## src/rtl/calc_input_conditioner_if.sv

```systemverilog
// Board-side bundle for the calculator front end: raw buttons/switches in,
// clean strobes, digit vector and operator levels out.
interface calc_input_conditioner_if;
  logic       set_raw;
  logic       append_raw;
  logic [9:0] key_raw;
  logic [3:0] op_raw;

  logic       set;
  logic       append;
  logic [9:0] KEY;
  logic [3:0] digit;
  logic       key_valid;
  logic       key_err;
  logic       Add;
  logic       Sub;
  logic       Mul;
  logic       Div;
  logic       op_err;

  modport slave (
    input  set_raw, append_raw, key_raw, op_raw,
    output set, append, KEY, digit, key_valid, key_err,
    output Add, Sub, Mul, Div, op_err
  );

  modport master (
    output set_raw, append_raw, key_raw, op_raw,
    input  set, append, KEY, digit, key_valid, key_err,
    input  Add, Sub, Mul, Div, op_err
  );
endinterface

```

## src/rtl/calc_input_conditioner.sv

```systemverilog
// Input front end for the LCD calculator: synchronizes and debounces raw board
// inputs, then derives edge strobes and validated one-hot digit/operator groups.
module calc_input_conditioner #(
  parameter int DEBOUNCE_CYCLES = 1000000,
  parameter int CNT_W           = 20
) (
  input logic                     clk,
  input logic                     rst_n,
  calc_input_conditioner_if.slave io
);

  localparam int NBITS = 16;
  localparam logic [CNT_W-1:0] TERM_CNT = CNT_W'(DEBOUNCE_CYCLES - 1);

  // Raw bit map: 0 = set, 1 = append, 2..11 = digit keys, 12..15 = {Div,Mul,Sub,Add}
  logic [NBITS-1:0] raw_vec;
  logic [NBITS-1:0] sync1_reg;
  logic [NBITS-1:0] sync2_reg;
  logic [NBITS-1:0] stable_vec;

  assign raw_vec = {io.op_raw, io.key_raw, io.append_raw, io.set_raw};

  always_ff @(posedge clk or negedge rst_n) begin
    if (!rst_n) begin
      sync1_reg <= '0;
      sync2_reg <= '0;
    end else begin
      sync1_reg <= raw_vec;
      sync2_reg <= sync1_reg;
    end
  end

  // Per-bit debouncer: a new level is accepted only after DEBOUNCE_CYCLES
  // consecutive cycles of disagreement; any bounce back restarts the count.
  genvar gi;
  generate
    for (gi = 0; gi < NBITS; gi++) begin : g_deb
      logic             stable_reg;
      logic [CNT_W-1:0] cnt_reg;

      always_ff @(posedge clk or negedge rst_n) begin
        if (!rst_n) begin
          stable_reg <= 1'b0;
          cnt_reg    <= '0;
        end else if (sync2_reg[gi] == stable_reg) begin
          cnt_reg <= '0;
        end else if (cnt_reg == TERM_CNT) begin
          stable_reg <= sync2_reg[gi];
          cnt_reg    <= '0;
        end else begin
          cnt_reg <= cnt_reg + 1'b1;
        end
      end

      assign stable_vec[gi] = stable_reg;
    end
  endgenerate

  logic       set_s;
  logic       app_s;
  logic [9:0] key_s;
  logic [3:0] op_s;

  assign set_s = stable_vec[0];
  assign app_s = stable_vec[1];
  assign key_s = stable_vec[11:2];
  assign op_s  = stable_vec[15:12];

  // Strobe generation
  logic set_arm_reg, set_arm_next;
  logic app_arm_reg, app_arm_next;
  logic set_reg, set_next;
  logic app_reg, app_next;
  logic set_fire, app_rise;
  logic key_err_reg;

  always_comb begin
    set_fire = set_s & set_arm_reg;
    app_rise = app_s & app_arm_reg;
    set_next = set_fire;
    // A simultaneous SET or a key conflict consumes the append press outright.
    app_next = app_rise & ~set_fire & ~key_err_reg;
    set_arm_next = ~set_s | (set_arm_reg & ~set_fire);
    app_arm_next = ~app_s | (app_arm_reg & ~app_rise);
  end

  always_ff @(posedge clk or negedge rst_n) begin
    if (!rst_n) begin
      set_arm_reg <= 1'b0;
      app_arm_reg <= 1'b0;
      set_reg     <= 1'b0;
      app_reg     <= 1'b0;
    end else begin
      set_arm_reg <= set_arm_next;
      app_arm_reg <= app_arm_next;
      set_reg     <= set_next;
      app_reg     <= app_next;
    end
  end

  // Key group validation
  logic [3:0] key_cnt;
  logic [3:0] key_idx;
  logic [9:0] key_reg, key_next;
  logic [3:0] digit_reg, digit_next;
  logic       key_valid_reg, key_valid_next;
  logic       key_err_next;

  always_comb begin
    key_cnt = '0;
    key_idx = '0;
    for (int i = 0; i < 10; i++) begin
      key_cnt = key_cnt + {3'b000, key_s[i]};
      if (key_s[i]) key_idx = 4'(i);
    end
  end

  always_comb begin
    key_next       = key_reg;
    digit_next     = digit_reg;
    key_valid_next = key_valid_reg;
    key_err_next   = 1'b0;
    if (key_cnt == 4'd0) begin
      key_next       = '0;
      digit_next     = '0;
      key_valid_next = 1'b0;
    end else if (key_cnt == 4'd1) begin
      key_next       = key_s;
      digit_next     = key_idx;
      key_valid_next = 1'b1;
    end else begin
      // Conflicting keys: keep presenting the last valid digit.
      key_err_next = 1'b1;
    end
  end

  always_ff @(posedge clk or negedge rst_n) begin
    if (!rst_n) begin
      key_reg       <= '0;
      digit_reg     <= '0;
      key_valid_reg <= 1'b0;
      key_err_reg   <= 1'b0;
    end else begin
      key_reg       <= key_next;
      digit_reg     <= digit_next;
      key_valid_reg <= key_valid_next;
      key_err_reg   <= key_err_next;
    end
  end

  // Operator group validation: conflicts blank all four levels.
  logic [2:0] op_cnt;
  logic [3:0] op_reg, op_next;
  logic       op_err_reg, op_err_next;

  always_comb begin
    op_cnt = '0;
    for (int i = 0; i < 4; i++) begin
      op_cnt = op_cnt + {2'b00, op_s[i]};
    end
    op_next     = (op_cnt == 3'd1) ? op_s : 4'b0000;
    op_err_next = (op_cnt > 3'd1);
  end

  always_ff @(posedge clk or negedge rst_n) begin
    if (!rst_n) begin
      op_reg     <= '0;
      op_err_reg <= 1'b0;
    end else begin
      op_reg     <= op_next;
      op_err_reg <= op_err_next;
    end
  end

  assign io.set       = set_reg;
  assign io.append    = app_reg;
  assign io.KEY       = key_reg;
  assign io.digit     = digit_reg;
  assign io.key_valid = key_valid_reg;
  assign io.key_err   = key_err_reg;
  assign io.Add       = op_reg[0];
  assign io.Sub       = op_reg[1];
  assign io.Mul       = op_reg[2];
  assign io.Div       = op_reg[3];
  assign io.op_err    = op_err_reg;

endmodule

```

## src/flat_wrapper.sv

```systemverilog
// flat-port wrapper written by rule: the top's interface ports become plain ports
module calc_input_conditioner_flat 
#(
  parameter int DEBOUNCE_CYCLES = 1000000,
  parameter int CNT_W           = 20
)
  (clk, rst_n, io_set_raw, io_append_raw, io_key_raw, io_op_raw, io_set, io_append, io_KEY, io_digit, io_key_valid, io_key_err, io_Add, io_Sub, io_Mul, io_Div, io_op_err);
  calc_input_conditioner_if io_i ();
  input logic clk;
  input logic rst_n;
  input wire logic [$bits(io_i.set_raw)-1:0] io_set_raw;
  input wire logic [$bits(io_i.append_raw)-1:0] io_append_raw;
  input wire logic [$bits(io_i.key_raw)-1:0] io_key_raw;
  input wire logic [$bits(io_i.op_raw)-1:0] io_op_raw;
  output wire logic [$bits(io_i.set)-1:0] io_set;
  output wire logic [$bits(io_i.append)-1:0] io_append;
  output wire logic [$bits(io_i.KEY)-1:0] io_KEY;
  output wire logic [$bits(io_i.digit)-1:0] io_digit;
  output wire logic [$bits(io_i.key_valid)-1:0] io_key_valid;
  output wire logic [$bits(io_i.key_err)-1:0] io_key_err;
  output wire logic [$bits(io_i.Add)-1:0] io_Add;
  output wire logic [$bits(io_i.Sub)-1:0] io_Sub;
  output wire logic [$bits(io_i.Mul)-1:0] io_Mul;
  output wire logic [$bits(io_i.Div)-1:0] io_Div;
  output wire logic [$bits(io_i.op_err)-1:0] io_op_err;
  assign io_i.set_raw = io_set_raw;
  assign io_i.append_raw = io_append_raw;
  assign io_i.key_raw = io_key_raw;
  assign io_i.op_raw = io_op_raw;
  assign io_set = io_i.set;
  assign io_append = io_i.append;
  assign io_KEY = io_i.KEY;
  assign io_digit = io_i.digit;
  assign io_key_valid = io_i.key_valid;
  assign io_key_err = io_i.key_err;
  assign io_Add = io_i.Add;
  assign io_Sub = io_i.Sub;
  assign io_Mul = io_i.Mul;
  assign io_Div = io_i.Div;
  assign io_op_err = io_i.op_err;
  calc_input_conditioner #(.DEBOUNCE_CYCLES(DEBOUNCE_CYCLES), .CNT_W(CNT_W)) u_core (.clk(clk), .rst_n(rst_n), .io(io_i));
endmodule
```

## config.mk

```make
export PLATFORM = sky130hd
export DESIGN_NAME = calc_input_conditioner_flat
export DESIGN_NICKNAME = d
export VERILOG_FILES = /design/src/rtl/calc_input_conditioner_if.sv /design/src/rtl/calc_input_conditioner.sv /design/src/flat_wrapper.sv
export SDC_FILE = /design/constraint.sdc
export NUM_CORES = 1
export LEC_CHECK = 0
export CAP_MARGIN = 20
export CORE_ASPECT_RATIO = 1.4
export CORE_UTILIZATION = 49
export DETAILED_ROUTE_END_ITERATION = 16
export PLACE_DENSITY = 0.65
export SLEW_MARGIN = 20
export SYNTH_ARGS = -nofsm -noshare
export SYNTH_HDL_FRONTEND = slang
export SYNTH_SLANG_ARGS = --single-unit
export TNS_END_PERCENT = 100
```

## constraint.sdc

```tcl
create_clock -name clk -period 5.9 [get_ports clk]
set_clock_uncertainty 0.2 [all_clocks]
set_input_delay 0.885 -clock clk [delete_from_list [all_inputs] [get_ports clk]]
set_output_delay 0.885 -clock clk [all_outputs]
set_load 0.02 [all_outputs]
```

After elaboration in Yosys (flattened, before gate mapping). Index checks and enable logic that the tools add are counted.

Register bits after elaboration: 393. Bits of input ports: 18. Output and inout bits: 23. Logic and storage cells: 204.

$add $sub $neg: 28. Order comparisons: 1. Equality and inequality tests: 34. Mux-type cells: 50. Bitwise gates (word level): 29. Reduce and logical (&&, ||, !) cells: 18.

Operators with widths (count): $mux 20 (32); $add 20x1->20 const B (16); $eq 20x20->1 const B (16); $add 4x1->4 (8); $reduce_and 2->1 (16); $not 1->1 (21); $mux 10 (2); $mux 4 (5); $eq 1x1->1 (16); $mux 3 (4); $add 3x1->3 (2); $and 1x1->1 (6); $mux 1 (5); $add 1x1->2 (2); $eq 4x1->1 const B (1); $logic_not 4->1 (1); $mux 2 (2); $eq 3x1->1 const B (1); $gt 3x1->1 const B (1); $or 1x1->1 (2); $reduce_bool 2->1 (1).

Logic depth before layout (Yosys ltp). Gate-level depths: netlist of run 1.

Depth in word-level cells: 12. Gate-level depth with buffers: 15. Gate-level depth less buffers: 14.

Least setup slack after synthesis of run 1. Ideal clock, no wire load.

Path type: flip-flop to flip-flop. Start point: register u_core.g_deb[3].stable_reg. End point: register u_core.digit_reg[2], in the netlist u_core.io.digit[2]. Setup time: 136 ps. Arrival: 3573 ps. Data required time: 5564 ps. Setup slack: 1991 ps. Cell stages (with the launch flop): 15. Buffers on the path: 1. Clock period less this slack: 3909 ps. Cells stage by stage: dfrtp_1 ha_1 inv_1 fa_1 fa_1 fa_1 inv_1 fa_1 inv_1 fa_1 a211oi_1 mux2_2 nand3b_1 clkbuf_1 o31ai_1.

Longest elaborated chain between the ends: 11. Elaborated cells on any way between the ends: 13. Those cells by class: add/sub (9); eq/ne (1); mux (1); reduce/logical (2).

Ends and longest elaborated chain: start: declaration (line calc_input_conditioner.sv:38) `logic stable_reg;`; start signal: assignment (line calc_input_conditioner.sv:48) `stable_reg <= sync2_reg[gi];`; $add 1x1->2 (*) (line calc_input_conditioner.sv:113) `key_cnt = key_cnt + {3'b000, key_s[i]};`; $add 4x1->4 (*) (8 in a row) (line calc_input_conditioner.sv:113); $eq 4x1->1 / $logic_not 4->1 (equally long branches) (line calc_input_conditioner.sv:127, calc_input_conditioner.sv:123); $reduce_bool 2->1 (no line) / $mux 4 (equally long branches); end signal: assignment (line calc_input_conditioner.sv:145) `digit_reg <= digit_next;`; end: declaration (line calc_input_conditioner.sv:105) `logic [3:0] digit_reg, digit_next;`.

Mark *: on every way between the ends. The rest lies on a longest branch, timed or not. A chain may end at the register's enable or synchronous reset.

Worst setup path in the final report of run 1.
Start point: register u_core.g_deb[3].stable_reg. End point: register u_core.digit_reg[3], in the netlist u_core.io.digit[3].

The elaborated chain is that of the path after synthesis.

==> results of run 1 <==
==> layout by cell type (no fill, tap or decap), types with 39 or more instances in the layout <==
cell type,synthesis,final
and3_1,48,48
xnor2_1,114,114
dfrtp_1,393,393
nand4_1,47,47
inv_1,47,47
nor2_1,363,363
nand3_1,143,143
xor2_1,188,188
clkbuf_16,0,45
clkdlybuf4s50_1,0,39
nand2_1,127,127
==> where the power goes <==
part | total, W | switching [W] | internal, W | leakage (nW)
Combinational | 0.000157 | 0.000112 | 0.0000454 | 2.81
Clock | 0.00266 | 0.00105 | 0.00161 | 0.687
Sequential | 0.00277 | 0.0000370 | 0.00273 | 5.37
==> path summary, 6_finish.rpt <==
check | from | endpoint | slack (ns) | cells after the start
setup / recovery | u_core.g_deb[3].stable_reg | u_core.io.digit[3] | 1.39 | 14
hold / removal | u_core.sync1_reg[8] | u_core.sync2_reg[8] | 0.15 | 0
setup reg to reg | u_core.g_deb[3].stable_reg | u_core.io.digit[3] | 1.39 | 14
hold reg to reg | u_core.sync1_reg[8] | u_core.sync2_reg[8] | 0.15 | 0
max in group asynchronous | rst_n | u_core.g_deb[5].cnt_reg[1] | 4.00 | 2
min in group asynchronous | rst_n | u_core.g_deb[13].cnt_reg[16] | 0.19 | 1
==> stage by stage <==
| stage | setup WS (ns) | power (W) | instance area (sq um) | util [%] | instances |
|---|---|---|---|---|---|
| finish | 1.395 | 0.005590 | 20280 | 56.32 | 2291 |
| global route | 1.082 | 0.005800 | 20280 | 56.32 | 2290 |
| CTS | 1.077 | 0.005674 | 20270 | 56.29 | 2289 |
| detailed placement | 1.084 | 0.002983 | 18860 | 52.37 | 2213 |
| global placement | 1.298 | 0.002979 | 18860 | 52.37 | 2213 |
| floorplan | 1.991 | 0.002897 | 18060 | - | 1742 |
==> kinds of logic (layout without fill, tap and decap cells) <==
family / count (synthesis) / count (layout) / share of synthesized area [%]
compound gates: 35 / 35 / 1.171
xor+xnor: 302 / 302 / 14.64
fa+ha+maj: 31 / 31 / 2.438
buf+inv: 83 / 169 / 2.265
flops: 393 / 393 / 54.45
mux: 6 / 6 / 0.3740
other cells: 0 / 1 / 0
simple gates: 892 / 892 / 24.66
==> cell type report <==
class	count	area [sq um]	share of cell area [%]
multi-input combinational	1266	7819	38.55
antenna	1	2.502	0.01234
inverter	48	180.2	0.8883
timing repair buffer	45	459.2	2.264
clock buffer	65	1271	6.267
sequential	393	9834	48.49
clock inverter	11	138.9	0.6847
tap	462	578.1	2.850
==> layer usage <==
layer  wire length (um)  vias up
met5                  0        -
met1              14620     5900
met3               1055       48
met4                606        0
li1                   -     5937
met2              16690      121
==> worst max-delay path, cell delays in order, from the launching register on <==
cell      delay (ns)
dfrtp_1         0.43
ha_1            0.30
inv_1           0.08
fa_1            0.43
fa_1            0.51
fa_1            0.42
inv_1           0.09
fa_1            0.19
inv_1           0.06
fa_1            0.38
a211oi_1        0.19
mux2_2          0.19
nand3b_1        0.40
buf_6           0.32
o31ai_1         0.22
==> results.sh, run 1 <==
export IMPL_outcome="finished clean"
export IMPL_use_met1_pct=23.33
export IMPL_synth_seq_area_share_pct=54.45
export IMPL_ant_nets=0
export IMPL_postCtsSetupBuffers=0
export IMPL_first_pass_iters=4
export IMPL_yosysUniqueCellTypes=42
export IMPL_cp_max_fo=17
export IMPL_yosysWarnings=0
export IMPL_vias_per_cell=5.241
export IMPL_synth_commonest_cells="dfrtp_1, nor2_1, xor2_1, nand3_1, nand2_1"
export IMPL_dp_hpwl_um=22180
export IMPL_antenna_found_initial=0
export IMPL_synthCells=1742
export IMPL_maxCapViolations=0
export IMPL_drc=0
export IMPL_synth_area_leader_cell="dfrtp_1"
export IMPL_cts_hold_buf=0
export IMPL_met3_usage_pct=3.060
export IMPL_largest_register_ffs=320
export IMPL_grt_usage_pct=18.43
export IMPL_insertion_delay_ns=0.54
export IMPL_postSynthNetCount=1791
export IMPL_vias=12010
export IMPL_clockBufferDepth=3
export IMPL_synth_area_leaders="dfrtp_1, xor2_1, nor2_1, xnor2_1, nand3_1"
export IMPL_tritoncts="yes"
export IMPL_totalWireLength_um=32970
export IMPL_fin_crit_ns=4.505
export IMPL_grt_use_met2_pct=32.09
export IMPL_nets=1845
export IMPL_finalHoldViolations=0
export IMPL_cts_sinks=393
export IMPL_clockRootBuffer="clkbuf_16"
export IMPL_end_kind="register"
export IMPL_drive_gt1_share_pct=6.182
export IMPL_async_flop_share_pct=100.0
export IMPL_period_share_pct=76.36
export IMPL_slew_headroom_pct=37.29
export IMPL_rsz0062_at_grt="false"
export IMPL_die_h_um=229.2
export IMPL_clock_fmax_ghz=0.2220
export IMPL_core_area_sq_um=36010
export IMPL_syn_to_final_growth_pct=12.30
export IMPL_synth_area_sq_um=18060
export IMPL_slew_viol_final=0
export IMPL_final_fill_count=3104
export IMPL_tns_ns=0
export IMPL_worstSetupStartpointType="register"
export IMPL_post_cts_resize_count=0
export IMPL_cellPowerDensity_nw_per_um2=275.6
export IMPL_worst_slew_pin_slew_ns=0.9406
export IMPL_critPathKind="register to register"
export IMPL_setup_violations=0
export IMPL_clk_pin_slew_ns=0.06
export IMPL_grt_max_degree=118
export IMPL_grt_pass1_wl_um=57150
export IMPL_gp_congestion=0.8033
export IMPL_arrival_ns=4.75
export IMPL_cts_buffers=42
export IMPL_yosys_register_bits=393
export IMPL_fp_row_count=82
export IMPL_die_width_um=164.3
export IMPL_initial_core_util_pct=50.16
export IMPL_h_tree_depth=2
export IMPL_die_area_sq_um=37640
export IMPL_wl_per_cell_um=14.39
export IMPL_synth_most_common_cell="dfrtp_1"
export IMPL_grt_pass1_vias=12190
export IMPL_yosysTopAreaCellShare_pct=54.45
export IMPL_overflow=0
export IMPL_required_ns=6.15
export IMPL_io_pins=41
export IMPL_io_buffers=40
export IMPL_synth_edf_count=0
export IMPL_p_leak_nw=8.861
export IMPL_synth_flop_cell="dfrtp_1"
export IMPL_top_usage_layer="met2"
export IMPL_postSynthAreaPerCell_sq_um=10.37
export IMPL_whs_ns=0.1487
export IMPL_drtIter0Drc=570
export IMPL_peakVddDrop_mv=0.2577
export IMPL_hold_path_class="register to register"
No activity file was read; power rests on OpenSTA's default activity.
==> run 2: changes to the inputs <==
Clock period 5.9 ns to 4.6 ns, I/O delays scaled along.
==> run 2 against run 1 <==
  * Combinational power grew 30%
  * Power grew 26%
  * Via count is essentially flat
  * Hold slack lost 0.0017 ns
  * Count of clock-buffer cells in the layout shrank 6
  * Sequential cell count is the same
  * Highest routed layer unchanged
  * Global-route usage grew 0.15 points
==> results.sh, run 2 (same netlist as run 1, synthesis figures left out) <==
export IMPL_arrival_ns=4.36
export IMPL_worst_slew_pin_slew_ns=0.7106
export IMPL_clock_fmax_ghz=0.2417
export IMPL_vias=12010
export IMPL_rsz0062_at_grt="false"
export IMPL_end_kind="register"
export IMPL_post_cts_resize_count=0
export IMPL_outcome="finished clean"
export IMPL_setup_violations=0
export IMPL_required_ns=4.82
export IMPL_antenna_found_initial=0
export IMPL_fp_row_count=82
export IMPL_slowest_stage="fa_1"
export IMPL_grt_use_met2_pct=32.36
export IMPL_cts_hold_buf=1
export IMPL_wl_per_cell_um=14.46
export IMPL_use_met1_pct=22.98
export IMPL_fin_util_pct=56.17
export IMPL_grt_pass1_vias=12440
export IMPL_period_share_pct=89.95
export IMPL_cp_max_fo=31
export IMPL_gp_congestion=0.8217
export IMPL_cellPowerDensity_nw_per_um2=347.6
export IMPL_drc=0
export IMPL_h_tree_depth=2
export IMPL_clockBufferDepth=3
export IMPL_die_h_um=229.2
export IMPL_finalHoldViolations=0
export IMPL_hold_depth=0
export IMPL_worstSetupStartpointType="register"
export IMPL_initial_core_util_pct=50.16
export IMPL_peakVddDrop_mv=0.3887
export IMPL_syn_to_final_growth_pct=11.99
export IMPL_slew_viol_final=0
export IMPL_largest_register_ffs=320
export IMPL_timing_critical_path_mode_cell="fa_1"
export IMPL_cpPeakStageDelay_ns=0.51
export IMPL_met3_usage_pct=3.386
export IMPL_drtIter0Drc=570
export IMPL_crit_chain="ha_1 > inv_1 > fa_1 > fa_1 > fa_1 > inv_1 > fa_1 > inv_1 > fa_1 > a211oi_1 > mux2_2 > nand3b_1 > buf_4 > o31ai_1"
export IMPL_top_usage_layer="met2"
export IMPL_ant_nets=0
export IMPL_diodes=0
export IMPL_tritoncts="yes"
export IMPL_cts_buffers=42
export IMPL_tns_ns=0
export IMPL_critPathKind="register to register"
export IMPL_overflow=0
export IMPL_first_pass_iters=4
export IMPL_fin_crit_ns=4.138
export IMPL_dp_cells=2213
export IMPL_dp_hpwl_um=22100
export IMPL_p_leak_nw=8.830
export IMPL_r2r_start="u_core.g_deb[3].stable_reg"
export IMPL_dp_slack_ns=0.5184
export IMPL_nets=1845
export IMPL_clockRootBuffer="clkbuf_16"
export IMPL_core_area_sq_um=36010
export IMPL_maxCapViolations=0
export IMPL_insertion_delay_ns=0.54
export IMPL_postCtsSetupBuffers=0
export IMPL_layout_cells_most_common_list="dfrtp_1, nor2_1, xor2_1"
export IMPL_cts_sinks=393
export IMPL_reg2reg_depth=14
export IMPL_min_delay_start="u_core.sync1_reg[5]"
export IMPL_min_to="u_core.sync2_reg[5]"
export IMPL_layout_commonest_cell="dfrtp_1"
export IMPL_slew_headroom_pct=52.19
export IMPL_grt_usage_pct=18.58
export IMPL_clk_pin_slew_ns=0.06
export IMPL_drive_gt1_share_pct=6.096
export IMPL_die_area_sq_um=37640
export IMPL_vias_per_cell=5.262
export IMPL_finalNonFillerCells=2283
export IMPL_grt_max_degree=127
export IMPL_totalWireLength_um=33010
export IMPL_fin_ws_ns=0.4623
export IMPL_hold_path_class="register to register"
export IMPL_grt_pass1_wl_um=57770
export IMPL_io_buffers=40
export IMPL_r2r_end="u_core.io.digit[0]"
export IMPL_io_pins=41
export IMPL_rrSetupSlack_ns=0.46
export IMPL_die_width_um=164.3
run 2: changes by cell type in the layout (fill, tap and decap cells not counted):
| cell | previous run | this run |
|---|---|---|
| clkinv_4 | 1 | 0 |
| buf_4 | 3 | 1 |
| clkbuf_1 | 13 | 7 |
| bufinv_16 | 3 | 1 |
| clkinvlp_4 | 2 | 4 |
| diode_2 | 1 | 0 |
| buf_6 | 1 | 0 |
| dlygate4sd3_1 | 0 | 1 |
| buf_12 | 1 | 3 |
run 2: final cells by class:
class                      instances  area [sq um]
clock buffer                      59          1249
timing repair buffer              45         483.0
inverter                          48         180.2
sequential                       393          9834
multi-input combinational       1266          7819
fill                            3058         15780
tap                              462         578.1
clock inverter                    10         85.08
run 2: worst max path at each step:
stage / from / to / slack (ns) / depth (start not counted)
4_1_cts: u_core.g_deb[3].stable_reg / u_core.io.digit[0] / 0.44 / 14
6_report: u_core.g_deb[3].stable_reg / u_core.io.digit[0] / 0.46 / 14
3_3_place_gp: u_core.g_deb[3].stable_reg / u_core.io.digit[1] / 0.62 / 14
5_1_grt: u_core.g_deb[3].stable_reg / u_core.io.digit[1] / 0.23 / 14
2_1_floorplan: u_core.g_deb[3].stable_reg / u_core.io.digit[2] / 0.69 / 14
3_5_place_dp: u_core.g_deb[3].stable_reg / u_core.io.digit[3] / 0.52 / 14
run 2: metal layers:
| layer | vias to the layer above | routed length (um) |
|---|---|---|
| li1 | 5920 | - |
| met1 | 5918 | 14330 |
| met2 | 122 | 16610 |
| met3 | 54 | 1225 |
| met4 | 0 | 845 |
| met5 | - | 0 |
run 2: report_power, final:
group	leakage, nW	internal [W]	switching, W
clock network	0.647	0.00194	0.00134
registers	5.37	0.00351	0.0000468
logic	2.82	0.0000608	0.000143
total	8.83	0.00550	0.00153
run 2: worst max-delay path, delay by kind of cell, from the launching register on:
kind	cells	cell delay, ns
compound gates	2	0.48
fa+ha+maj	6	2.22
flops	1	0.43
simple gates	1	0.07
buf+inv	4	0.45
mux	1	0.18
run 2: per-stage QoR:
stage	total power [W]	area [sq um]	hold slack [ns]
detailed placement	0.003828	18880	0.1347
floorplan	0.003716	18060	0.1312
global route	0.007302	20230	0.1506
finish	0.007031	20230	0.1470
global placement	0.003821	18880	0.1374
CTS	0.007140	20230	0.1483
==> run 3: changes to the inputs <==
Settings changed: CTS_CLUSTER_SIZE set to 10.
==> run 3 against run 2 <==
  * Critical path depth stayed put
  * Worst setup slack worse by 0.012 ns
  * Register-to-register slack is essentially flat
  * First-iteration DRC count up 1.8%
  * Global-route usage fell by 0.13 points
  * Maximum frequency down 0.28%
  * Critical endpoint unchanged
  * Largest cell class unchanged
  * Largest power group unchanged
  * Highest routed layer unchanged
==> results.sh, run 3 (same netlist as run 1, synthesis figures left out) <==
export IMPL_timing_critical_path_mode_cell="fa_1"
export IMPL_power_share_combinational_pct=2.9
export IMPL_fin_crit_ns=4.149
export IMPL_tns_ns=0
export IMPL_cp_max_fo=31
export IMPL_io_buffers=40
export IMPL_clockBufferDepth=3
export IMPL_clock_fmax_ghz=0.2410
export IMPL_path_depth=14
export IMPL_crit_buf_inv=4
export IMPL_worstSetupStartpoint="u_core.g_deb[3].stable_reg"
export IMPL_vias=11940
export IMPL_fin_util_pct=56.01
export IMPL_die_area_sq_um=37640
export IMPL_grt_pass1_wl_um=57390
export IMPL_critPathKind="register to register"
export IMPL_layout_commonest_cell="dfrtp_1"
export IMPL_grt_usage_pct=18.45
export IMPL_initial_core_util_pct=50.16
export IMPL_worst_slew_pin_slew_ns=0.7121
export IMPL_core_area_sq_um=36010
export IMPL_hold_path_class="register to register"
export IMPL_antenna_found_initial=0
export IMPL_outcome="finished clean"
export IMPL_clk_pin_slew_ns=0.05
export IMPL_clockRootBuffer="clkbuf_16"
export IMPL_dp_hpwl_um=22100
export IMPL_cts_sinks=393
export IMPL_drive_gt1_share_pct=5.580
export IMPL_vias_per_cell=5.257
export IMPL_worstSetupStartpointType="register"
export IMPL_finalHoldViolations=0
export IMPL_required_ns=4.83
export IMPL_r2r_start="u_core.g_deb[3].stable_reg"
export IMPL_syn_to_final_growth_pct=11.67
export IMPL_grt_max_degree=127
export IMPL_slew_viol_final=0
export IMPL_period_share_pct=90.20
export IMPL_internal_power_w=0.005466
export IMPL_crit_family="adder cells"
export IMPL_sequentialPowerShare_pct=51.2
export IMPL_switching_share_pct=21.31
export IMPL_insertion_delay_ns=0.54
export IMPL_reg2reg_depth=14
export IMPL_first_pass_iters=4
export IMPL_setup_violations=0
export IMPL_layout_cells_most_common_list="dfrtp_1, nor2_1, xor2_1"
export IMPL_clkPwrFrac_pct=45.9
export IMPL_diodes=0
export IMPL_drtIter0Drc=580
export IMPL_min_delay_start="u_core.sync1_reg[5]"
export IMPL_end_kind="register"
export IMPL_final_fill_count=3040
export IMPL_die_width_um=164.3
export IMPL_tritoncts="yes"
export IMPL_grt_pass1_vias=12420
export IMPL_overflow=0
export IMPL_peakVddDrop_mv=0.3206
export IMPL_crit_chain="ha_1 > inv_1 > fa_1 > fa_1 > fa_1 > inv_1 > fa_1 > inv_1 > fa_1 > a211oi_1 > mux2_2 > nand3b_1 > buf_4 > o31ai_1"
export IMPL_gp_congestion=0.8217
export IMPL_die_h_um=229.2
export IMPL_wl_per_cell_um=14.43
export IMPL_arrival_ns=4.37
export IMPL_nets=1849
export IMPL_drc=0
export IMPL_rsz0062_at_grt="false"
export IMPL_cts_buffers=46
export IMPL_p_leak_nw=8.809
export IMPL_io_pins=41
export IMPL_maxCapViolations=0
export IMPL_slowest_stage="fa_1"
export IMPL_p_sw_w=0.001480
export IMPL_h_tree_depth=2
export IMPL_ant_nets=0
export IMPL_slew_headroom_pct=52.09
export IMPL_hold_depth=0
export IMPL_largest_register_ffs=320
export IMPL_fp_row_count=82
export IMPL_postCtsSetupBuffers=0
export IMPL_cellPowerDensity_nw_per_um2=344.4
export IMPL_totalWireLength_um=32790
export IMPL_cpPeakStageDelay_ns=0.51
==> run 3: changes by cell type in the layout (fill, tap and decap cells not counted), sizes merged <==
| cell | change |
|---|---|
| clkbuf | -3 |
| bufinv | -1 |
| clkinvlp | -4 |
| clkinv | -3 |
==> run 3: cell type report <==
cell class / instances / area, sq um / area share [%]
Tap cell: 462 / 578.1 / 2.866
Sequential cell: 393 / 9834 / 48.76
Multi-Input combinational cell: 1266 / 7819 / 38.76
Clock inverter: 2 / 13.76 / 0.06823
Timing Repair Buffer: 45 / 483.0 / 2.394
Clock buffer: 56 / 1262 / 6.259
Inverter: 48 / 180.2 / 0.8932
==> run 3: repair_timing <==
action | CTS | global route
hold buffers | 1 | 0
endpoints found under the hold margin | 78 | 0
resized for setup | 0 | 0
==> run 3: path summary, 6_finish.rpt <==
kind                                                 to  slack [ns]
setup / recovery                     u_core.io.digit[0]        0.45
max in group asynchronous  u_core.g_deb[14].cnt_reg[12]        2.52
min in group asynchronous   u_core.g_deb[1].cnt_reg[11]        0.55
hold / removal                      u_core.sync2_reg[5]        0.14
setup reg to reg                     u_core.io.digit[0]        0.45
hold reg to reg                     u_core.sync2_reg[5]        0.14
==> run 3: routing by layer <==
layer | track usage [%] | up-vias | share of wire (%)
met5 | 0 | - | 0
met4 | 5.932 | 0 | 2.2
met3 | 3.260 | 48 | 3.1
met2 | 32.53 | 109 | 51
met1 | 22.57 | 5881 | 44
li1 | - | 5906 | -
==> run 3: power by group through the flow <==
stage	combinational [W]	sequential, W	clock [W]
2_1_floorplan	0.000112	0.00360	0
3_3_place_gp	0.000207	0.00361	0
3_5_place_dp	0.000213	0.00362	0
4_1_cts	0.000214	0.00356	0.00328
5_1_grt	0.000241	0.00356	0.00343
6_report	0.000203	0.00356	0.00319
==> run 3: per-stage QoR <==
stage               instances  setup WS (ns)  cell area [sq um]  hold WS (ns)  total power [W]
floorplan                1742         0.6908              18060        0.1312         0.003716
finish                   2272         0.4507              20170        0.1432         0.006946
CTS                      2272         0.4355              20170        0.1485         0.007052
global placement         2213         0.6166              18880        0.1374         0.003821
global route             2272         0.2298              20170        0.1489         0.007228
detailed placement       2213         0.5184              18880        0.1347         0.003828
